File: src/rtl/wave_display_pkg.sv
// Shared constants and helpers for the waveform display reader.
// Optional build macro WAVE_DISPLAY_INTERP_EN is consumed by wave_display and wave_display_row_cmp.
package wave_display_pkg;

    localparam int unsigned REGION_W = 512;
    localparam int unsigned REGION_H = 512;
    localparam int unsigned SAMPLES  = 256;

    localparam logic [23:0] DEFAULT_COLOR = 24'hFFFFFF;

    localparam logic [0:0] StBlank = 1'b0;
    localparam logic [0:0] StDraw  = 1'b1;

    // Larger sample values are drawn higher on screen.
    function automatic logic [7:0] target_row(input logic [7:0] value);
        return 8'd255 - value;
    endfunction

endpackage

File: src/rtl/wave_display_row_cmp.sv
// Row test for one waveform pixel: does display row `row` belong to the trace at this column?
// With WAVE_DISPLAY_INTERP_EN the trace is a vertical segment from prev to cur; otherwise a dot at cur.
module wave_display_row_cmp (
    input  logic [7:0] cur,
    input  logic [7:0] prev,
    input  logic [7:0] row,
    output logic       hit
);

`ifdef WAVE_DISPLAY_INTERP_EN
    logic [7:0] lo;
    logic [7:0] hi;

    always_comb begin
        lo  = (prev < cur) ? prev : cur;
        hi  = (prev < cur) ? cur : prev;
        hit = (row >= lo) && (row <= hi);
    end
`else
    logic unused_prev;

    assign unused_prev = ^prev;
    assign hit         = (row == cur);
`endif

endmodule

File: src/rtl/wave_display.sv
// Waveform display reader: maps VGA x/y onto the sample RAM and lights waveform pixels.
// Define WAVE_DISPLAY_INTERP_EN to join consecutive samples with vertical segments.
module wave_display
    import wave_display_pkg::*;
#(
    parameter logic [10:0] X_START = 11'd128,
    parameter logic [23:0] COLOR   = DEFAULT_COLOR
) (
    input  logic        clk,
    input  logic        reset,
    input  logic [10:0] x,
    input  logic [9:0]  y,
    input  logic        valid,
    input  logic        read_index,
    input  logic [7:0]  read_value,
    output logic [8:0]  read_address,
    output logic        wave_display_idle,
    output logic        valid_pixel,
    output logic [7:0]  r,
    output logic [7:0]  g,
    output logic [7:0]  b
);

    localparam logic [10:0] X_LAST = X_START + 11'(REGION_W - 1);
    localparam logic [9:0]  Y_LAST = 10'(REGION_H - 1);

    logic [7:0]  sample_idx;
    logic        in_region;
    logic        frame_start;
    logic        frame_end;
    logic [0:0]  state_q, state_d;
    logic        bank_q, bank_d;
    logic [8:0]  read_address_q, read_address_d;
    logic        idle_q;

    // Pixel attributes ride two stages so they meet read_value from the RAM.
    logic        p1_active_q, p2_active_q;
    logic [7:0]  p1_row_q, p2_row_q;

    logic [7:0]  cur;
    logic [7:0]  prev_eff;
    logic        hit;
    logic        lit;
    logic        valid_pixel_q;
    logic [23:0] rgb_q;

    always_comb begin
        sample_idx  = 8'((x - X_START) >> 1);
        in_region   = valid && (x >= X_START) && (x <= X_LAST) && !y[9];
        frame_start = valid && (x == '0) && (y == '0);
        frame_end   = valid && (x == X_LAST) && (y == Y_LAST);

        state_d = state_q;
        bank_d  = bank_q;
        case (state_q)
            StBlank: begin
                if (frame_start) begin
                    state_d = StDraw;
                    bank_d  = read_index;
                end
            end
            StDraw: begin
                if (frame_end) begin
                    state_d = StBlank;
                end
            end
        endcase

        read_address_d = read_address_q;
        if (in_region) begin
            read_address_d = {bank_d, sample_idx};
        end
    end

    always_ff @(posedge clk) begin
        if (reset) begin
            state_q        <= StBlank;
            bank_q         <= 1'b0;
            read_address_q <= '0;
            idle_q         <= 1'b1;
            p1_active_q    <= 1'b0;
            p2_active_q    <= 1'b0;
            p1_row_q       <= '0;
            p2_row_q       <= '0;
            valid_pixel_q  <= 1'b0;
            rgb_q          <= '0;
        end else begin
            state_q        <= state_d;
            bank_q         <= bank_d;
            read_address_q <= read_address_d;
            idle_q         <= (state_d == StBlank);
            p1_active_q    <= in_region && (state_q == StDraw);
            p2_active_q    <= p1_active_q;
            p1_row_q       <= y[8:1];
            p2_row_q       <= p1_row_q;
            valid_pixel_q  <= lit;
            rgb_q          <= lit ? COLOR : '0;
        end
    end

    assign cur = target_row(read_value);

`ifdef WAVE_DISPLAY_INTERP_EN
    logic       p1_first_q, p2_first_q;
    logic       p1_new_q, p2_new_q;
    logic [7:0] prev_q, prev_d;
    logic [7:0] last_q;

    always_ff @(posedge clk) begin
        if (reset) begin
            p1_first_q <= 1'b0;
            p2_first_q <= 1'b0;
            p1_new_q   <= 1'b0;
            p2_new_q   <= 1'b0;
            prev_q     <= '0;
            last_q     <= '0;
        end else begin
            p1_first_q <= (x == X_START);
            p2_first_q <= p1_first_q;
            p1_new_q   <= (x[0] == X_START[0]);
            p2_new_q   <= p1_new_q;
            prev_q     <= prev_d;
            if (p2_active_q) begin
                last_q <= cur;
            end
        end
    end

    // A new sample inherits the previous sample's target; the first column has none to join.
    always_comb begin
        prev_d = prev_q;
        if (p2_active_q && p2_new_q) begin
            prev_d = p2_first_q ? cur : last_q;
        end
    end

    assign prev_eff = prev_d;
`else
    assign prev_eff = cur;
`endif

    wave_display_row_cmp u_row_cmp (
        .cur  (cur),
        .prev (prev_eff),
        .row  (p2_row_q),
        .hit  (hit)
    );

    assign lit = p2_active_q && hit;

    assign read_address      = read_address_q;
    assign wave_display_idle = idle_q;
    assign valid_pixel       = valid_pixel_q;
    assign {r, g, b}         = rgb_q;

endmodule

File: config.mk
export PLATFORM = sky130hd
export DESIGN_NAME = wave_display
export DESIGN_NICKNAME = d
export VERILOG_FILES = /design/src/rtl/wave_display_pkg.sv /design/src/rtl/wave_display_row_cmp.sv /design/src/rtl/wave_display.sv
export SDC_FILE = /design/constraint.sdc
export NUM_CORES = 1
export LEC_CHECK = 0
export ABC_AREA = 1
export BUFFER_PORTS_ARGS = -buffer_cell sky130_fd_sc_hd__buf_2
export CORE_UTILIZATION = 50
export DETAILED_ROUTE_END_ITERATION = 10
export MAX_ROUTING_LAYER = met4
export PLACE_DENSITY = 0.9
export SKIP_LAST_GASP = 1
export SLEW_MARGIN = 20
export SYNTH_ARGS = -nofsm -noshare
export SYNTH_HDL_FRONTEND = slang
export SYNTH_HIERARCHICAL = 1
export SYNTH_SLANG_ARGS = --single-unit
File: constraint.sdc
create_clock -name clk -period 2.9 [get_ports clk]
set_input_delay 0.145 -clock clk [delete_from_list [all_inputs] [get_ports clk]]
set_output_delay 0.145 -clock clk [all_outputs]
set_load 0.02 [all_outputs]
==> results.md, run 1 <==
* Status: finished, final reports clean
* Drt first pass iters at 4
* Max-Cap Viols at 0
* Number of synthesized flops with an enable pin at 0
* Most frequent cell after synthesis: inv_1
* CTS Hold Bufs at 0
* Final Hold Viols at 0
* Largest area contributor in the synthesized netlist: dfxtp_1
* Post-DP HPWL at 2.51 mm
* Die area at between 3000 and 4000 sq um
* GP Congestion at ~0.91
* Total grt overflow at 0
* Synth top area cells: dfxtp_1 (38%), inv_1 (12%), buf_4 (11%), nand2_1 (11%), nor2_1 (11%)
* Setup crit start: rgb_q[22]
* Site row count at 20
* Synth Instances at roughly 250
* Routed wire length at roughly 3.2 mm
* Worst-case reg-to-reg path depth at 5
* Root Driver: clkbuf_4
* CP cell instances: buf_2
* Worst-Margin Slew at around 500 ps
* Pleak at 1.06 nW
* # DRC at 0
* TritonCTS Sinks at 31
* Crit path arrival time at roughly 1200 ps
* Resized Gates After CTS at 0
* Setup TNS at 0 ps
* CTS tree: yes
* Post-synth top cells: inv_1 (51), nand2_1 (48), nor2_1 (48)
* Post-synth top area share at 37.5%
* Crit path launch type: flip-flop
* Final ANT Viol Nets at 0
* Nets at roughly 330
* Port buffer count at 67
* Post-synthesis register bit count at 31
* Pin count of the biggest net entering global routing at 30
* Worst path max stage delay at about 640 ps
* Final cycle utilization of the critical path at between 40% and 50%
* Crit-path max FO at 25
* Per-cell routed wire length at about 9.4 microns
* Ys Warns at 6
* Synth cell types at 22
* Final setup violating endpoints at 0
* Layout cell share with drive strength beyond 1 at between 20% and 30%
* Clk pin slew, worst setup/hold paths at 90 ps
* Via count at 1493
* Reg2Reg Capture Point: state_q
* Max-slew violation count at 0
* Mapped Avg Cell Area at 6.64 sq um
* Vias in the first global route at between 1000 and 1500
* Placeable Area at between 3000 and 4000 sq um
* Worst skew pair latency at about 320 ps
* Syn_nets at between 200 and 300
* Hold WS at around 58 ps
* Maximum VDD drop at approximately 0.26 mV
* Crit Path Category: flip-flop to output pin
* Asr flop ratio synth at 0%
* Inserted Clock Buffers at 5
* Post-CTS setup buffer count at 0
* H-tree levels at 2
* Die height at 59.5 microns
* Worst R2R Start: state_q
* HP Class: input pin to flip-flop
* Antenna diode count at 0
* Slew headroom at about two thirds
* Die X at 59.5 microns
* Total power at between 0.7 and 0.8 mW
* Slowest CP cell: dfxtp_1
* Buf/Inv on CP at 1
* Cell area after layout at ~1900 sq um
* First-pass GRT wire length at 5.08 mm
* DP Area at 1840 sq um
* Reg2reg setup slack at 1940 ps
* PD cells at slightly above 400 nW/um^2
* Fmax at ~0.73 GHz
* Largest delay contributor family on the critical path: flip-flops
* Crit path required time at ~2800 ps
* GRT Util Overall at approximately a fifth
* Worst setup EP type: output pin
* Clk_skew at about 4.4 ps
* Mapped cell area at 1650 sq um
* Critical path depth at 1
* Ys flop type: dfxtp_1
* Critical Path End: b[6]
* Sequential share of the synthesized area at a little under two fifths
* Layout area overhead at 14.4%
* Drt via density at between 4 and 5
* IO Pins at slightly below 70
* Starting Density at between 50% and 60%
* DR iter-0 viols at 50
* RSZ-0062 raised after global routing: false
* Initial antenna violation count at 0
* Longest Clk Path Bufs at 2
* Min Tclk post-route at ~1400 ps
per-layer routing:
layer	vias up	wire, microns	global-route usage, %
met4	0	51	8.97
met3	5	253	6.55
met5	-	0	-
li1	811	-	-
met1	612	1420	23.3
met2	65	1460	32.6
worst min path at each step:
stage	to	depth (start not counted)	startpoint
after floorplan	p1_row_q[4]	2	y[5]
after global placement	p2_active_q	2	p1_active_q
after detailed placement	p2_row_q[1]	2	p1_row_q[1]
after CTS	p1_row_q[3]	3	y[4]
after global routing	p1_row_q[2]	3	y[3]
final	p1_row_q[3]	3	y[4]
metrics by stage:
stage | util, % | instances | worst slack [ps]
6_report | 60.9 | 340 | 1540
5_1_grt | 60.9 | 340 | 1360
4_1_cts | 60.9 | 340 | 1490
3_5_place_dp | 59.3 | 332 | 1370
3_3_place_gp | 59.3 | 332 | 1490
2_1_floorplan | - | 249 | 1700
cells in the final DEF, fill, tap and decap left out, types with 3 or more instances in the layout:
master / n
clkbuf_4: 5
nor3_1: 3
buf_2: 67
nand3_1: 7
inv_1: 51
nand2_1: 48
nor2_1: 48
nand4_1: 10
dfxtp_1: 31
a21oi_1: 9
layout make-up:
type	count	area, sq um
fillers	310	1210
multi-input cells	138	634
flip-flops and latches	31	621
repair buffers	67	335
inverters	52	195
well taps	44	55.1
clock buffers	7	45.0
clock inverters	1	5.00
where the power goes:
| group | internal, mW | leakage (nW) | switching, mW |
|---|---|---|---|
| clock network | 0.0943 | 0.0293 | 0.137 |
| logic | 0.0394 | 0.780 | 0.0627 |
| registers | 0.439 | 0.254 | 0.00553 |
cell families (layout without fill, tap and decap cells):
logic type               Yosys count  count (layout)  synth area share [%]
AO/OA/AOI/OAI                     10              10                  3.26
buffers and inverters             80             127                  24.1
adder cells (fa/ha/maj)            1               1                 0.757
AND/OR/NAND/NOR                  127             127                  34.4
flip-flops                        31              31                  37.5
state kept, by name, summed over array words and instances (netlist names):
name               cells
bank_q                 1
p1_active_q            1
p1_row_q               8
p2_active_q            1
p2_row_q               8
read_address           9
rgb_q                  1
state_q                1
wave_display_idle      1
Power figures use the tool's default switching activity.
==> run 2, diff against run 1 <==
--- a/config.mk
+++ b/config.mk
@@ -7,10 +7,10 @@
 export LEC_CHECK = 0
 export ABC_AREA = 1
 export BUFFER_PORTS_ARGS = -buffer_cell sky130_fd_sc_hd__buf_2
-export CORE_UTILIZATION = 50
+export CORE_UTILIZATION = 48
 export DETAILED_ROUTE_END_ITERATION = 10
 export MAX_ROUTING_LAYER = met4
-export PLACE_DENSITY = 0.9
+export PLACE_DENSITY = 0.87
 export SKIP_LAST_GASP = 1
 export SLEW_MARGIN = 20
 export SYNTH_ARGS = -nofsm -noshare
==> constraint.sdc (replaced) <==
create_clock -name clk -period 1.26 [get_ports clk]
set_input_delay 0.063 -clock clk [delete_from_list [all_inputs] [get_ports clk]]
set_output_delay 0.063 -clock clk [all_outputs]
set_load 0.02 [all_outputs]
==> results.md, run 2 (synthesis gave the netlist of run 1 again) <==
* Crit path required time at 1510 ps (was 2760 ps)
* Maximum VDD drop at 0.719 mV (was 0.261 mV)
* Combinational share of power at 12.7% (was 13.1%)
* Worst-Margin Slew at 407 ps (was 496 ps)
* GRT Util Overall at 19.8% (was 20.4%)
* Layout area overhead at 23.9% (was 14.4%)
* Post-DP HPWL at 2.41 mm (was 2.51 mm)
* IO Pins at 68 (unchanged)
* H-tree levels at 2 (unchanged)
* Clk pin slew, worst setup/hold paths at 100 ps (was 90 ps)
* Cell area after layout at 2050 sq um (was 1890 sq um)
* Commonest non-fill, non-tap cell in the layout: buf_2 (unchanged)
* Nets at 338 (was 329)
* Slew headroom at 72.7% (was 66.9%)
* Crit Path Category: input pin to flip-flop (was flip-flop to output pin)
* Final cycle utilization of the critical path at a little over nine tenths
* Fmax at 0.829 GHz
* Total power at 2.11 mW (was 0.778 mW)
* Per-cell routed wire length at 9.30 microns (was 9.36 microns)
* Via count at 1581 (was 1493)
* Die height at 60.7 microns (was 59.5 microns)
* Root Driver: clkbuf_4 (unchanged)
* Switch Pwr at 0.517 mW (was 0.205 mW)
* First-pass GRT wire length at 5.06 mm (was 5.08 mm)
* Post-CTS setup buffer count at 0 (unchanged)
* Max-Cap Viols at 0 (unchanged)
* Crit path launch type: input pin (was flip-flop)
* Clk_skew at 8.87 ps (was 4.37 ps)
* Antenna diode count at 0 (unchanged)
* Pin count of the biggest net entering global routing at 26 (was 30)
* Most Frequent Cell on Critical Path: nor2_1
* Worst setup EP type: flip-flop (was output pin)
* PD cells at 1030 nW/um^2 (was 412 nW/um^2)
* Sequential fraction of design power at 48.4% (was 57.2%)
* Min Tclk post-route at approximately 1200 ps
* GP Congestion at 0.911 (was 0.909)
* Slowest CP cell: dlygate4sd3_1 (was dfxtp_1)
* Drt via density at 4.53 (was 4.39)
* CTS tree: yes (unchanged)
* Worst path max stage delay at 530 ps (was 640 ps)
* Crit-path max FO at 4 (was 25)
* Final Hold Viols at 0 (unchanged)
* Initial antenna violation count at 0 (unchanged)
* Max-slew violation count at 0 (unchanged)
* Final ANT Viol Nets at 0 (unchanged)
* Worst skew pair latency at 340 ps (was 320 ps)
* Max reg flops at 9 (unchanged)
* Pleak at 1.13 nW (was 1.06 nW)
* DP Area at 1890 sq um (was 1840 sq um)
* Sw Ratio at 24.5% (was 26.4%)
* Inserted Clock Buffers at 5 (unchanged)
* HP Class: input pin to flip-flop (unchanged)
* Die area at 3680 sq um (was 3540 sq um)
* Layout Utilization at 65.0% (was 60.9%)
* Layout cell share with drive strength beyond 1 at 29.8% (was 28.0%)
* TritonCTS Sinks at 31 (unchanged)
* Starting Density at 52.4% (was 53.3%)
* Int Power at 1.59 mW (was 0.573 mW)
* Routed wire length at 3.25 mm (was 3.18 mm)
* Port buffer count at 67 (unchanged)
* Placeable Area at 3150 sq um (was 3100 sq um)
* Status: finished, final reports clean (unchanged)
* Final setup violating endpoints at 0 (unchanged)
* Total grt overflow at 0 (unchanged)
* Die X at 60.7 microns (was 59.5 microns)
* Clock share of power at 38.9% (was 29.7%)
* Longest Clk Path Bufs at 2 (unchanged)
* CP cell instances: dlygate4sd3_1 -> buf_2 -> inv_2 -> nand2_1 -> nor2_1 -> nand2_1 -> nor2_1 -> nand3_1 -> a21oi_2 -> nor2_1 (was buf_2)
* Site row count at 20 (unchanged)
* Most frequent cells in the layout: buf_2 (61), inv_1 (50), nand2_1 (48), nor2_1 (45), dfxtp_1 (30) (was buf_2 (67), inv_1 (51), nor2_1 (48), nand2_1 (48), dfxtp_1 (31))
* Drt first pass iters at 4 (unchanged)
* # DRC at 0 (unchanged)
* RSZ-0062 raised after global routing: false (unchanged)
* DR iter-0 viols at 55 (was 50)
* Vias in the first global route at 1207 (was 1243)
* Crit path arrival time at 1450 ps (was 1220 ps)
* Fillers at 298 (was 310)
## run 2: cell type report
type / count / area, sq um / area share, %
multi-input cells: 138 / 647 / 31.6
flip-flops and latches: 31 / 624 / 30.5
repair buffers: 76 / 440 / 21.5
inverters: 52 / 195 / 9.53
well taps: 44 / 55.1 / 2.69
clock buffers: 6 / 51.3 / 2.50
clock inverters: 2 / 35.0 / 1.71
## run 2: per-layer routing
layer  vias up  GRT usage, %  share of wire [%]
met2        74          30.1                 46
met4         0          8.44                2.0
met1       663          24.0                 44
li1        830             -                  -
met3        14          6.61                8.0
met5         -             -                  0
## run 2: timing repair
action                                  4_1_cts  5_1_grt
hold endpoints to repair                      8        0
pin swaps                                     0        5
endpoints found under the setup margin       25       10
hold buffers                                  8        0
resized for setup                             1        7
## run 2: path summary, 6_finish.rpt
| path | startpoint | slack, ps | end | cells after the start |
|---|---|---|---|---|
| setup / recovery | y[6] | 50 | read_address[8] | 10 |
| hold / removal | x[1] | 10 | read_address[0] | 3 |
| setup reg to reg | state_q | 270 | state_q | 5 |
| hold reg to reg | p1_row_q[3] | 390 | p2_row_q[3] | 2 |
## run 2: per-stage QoR
stage	std cells	hold WS [ps]	setup TNS (ps)	setup slack, ps
6_report	349	14.9	0	54.0
5_1_grt	349	6.96	0	4.63
4_1_cts	355	9.75	0	7.33
3_5_place_dp	339	314	-417	-68.6
3_3_place_gp	339	308	-1.18	-1.18
2_1_floorplan	249	188	0	139
## run 2: critical path, delay by kind of cell
| kind | cells | cell delay (ps) |
|---|---|---|
| AND/OR/NAND/NOR | 6 | 530 |
| AO/OA/AOI/OAI | 1 | 140 |
| buffers and inverters | 3 | 720 |
## run 2: power by group through the flow
stage          Combinational (mW)  Clock [mW]  Sequential [mW]
6_report                    0.268       0.821             1.02
5_1_grt                     0.301       0.883             1.02
4_1_cts                     0.268       0.832             1.02
3_5_place_dp                0.248           0             1.05
3_3_place_gp                0.243           0             1.04
2_1_floorplan               0.134           0             1.05
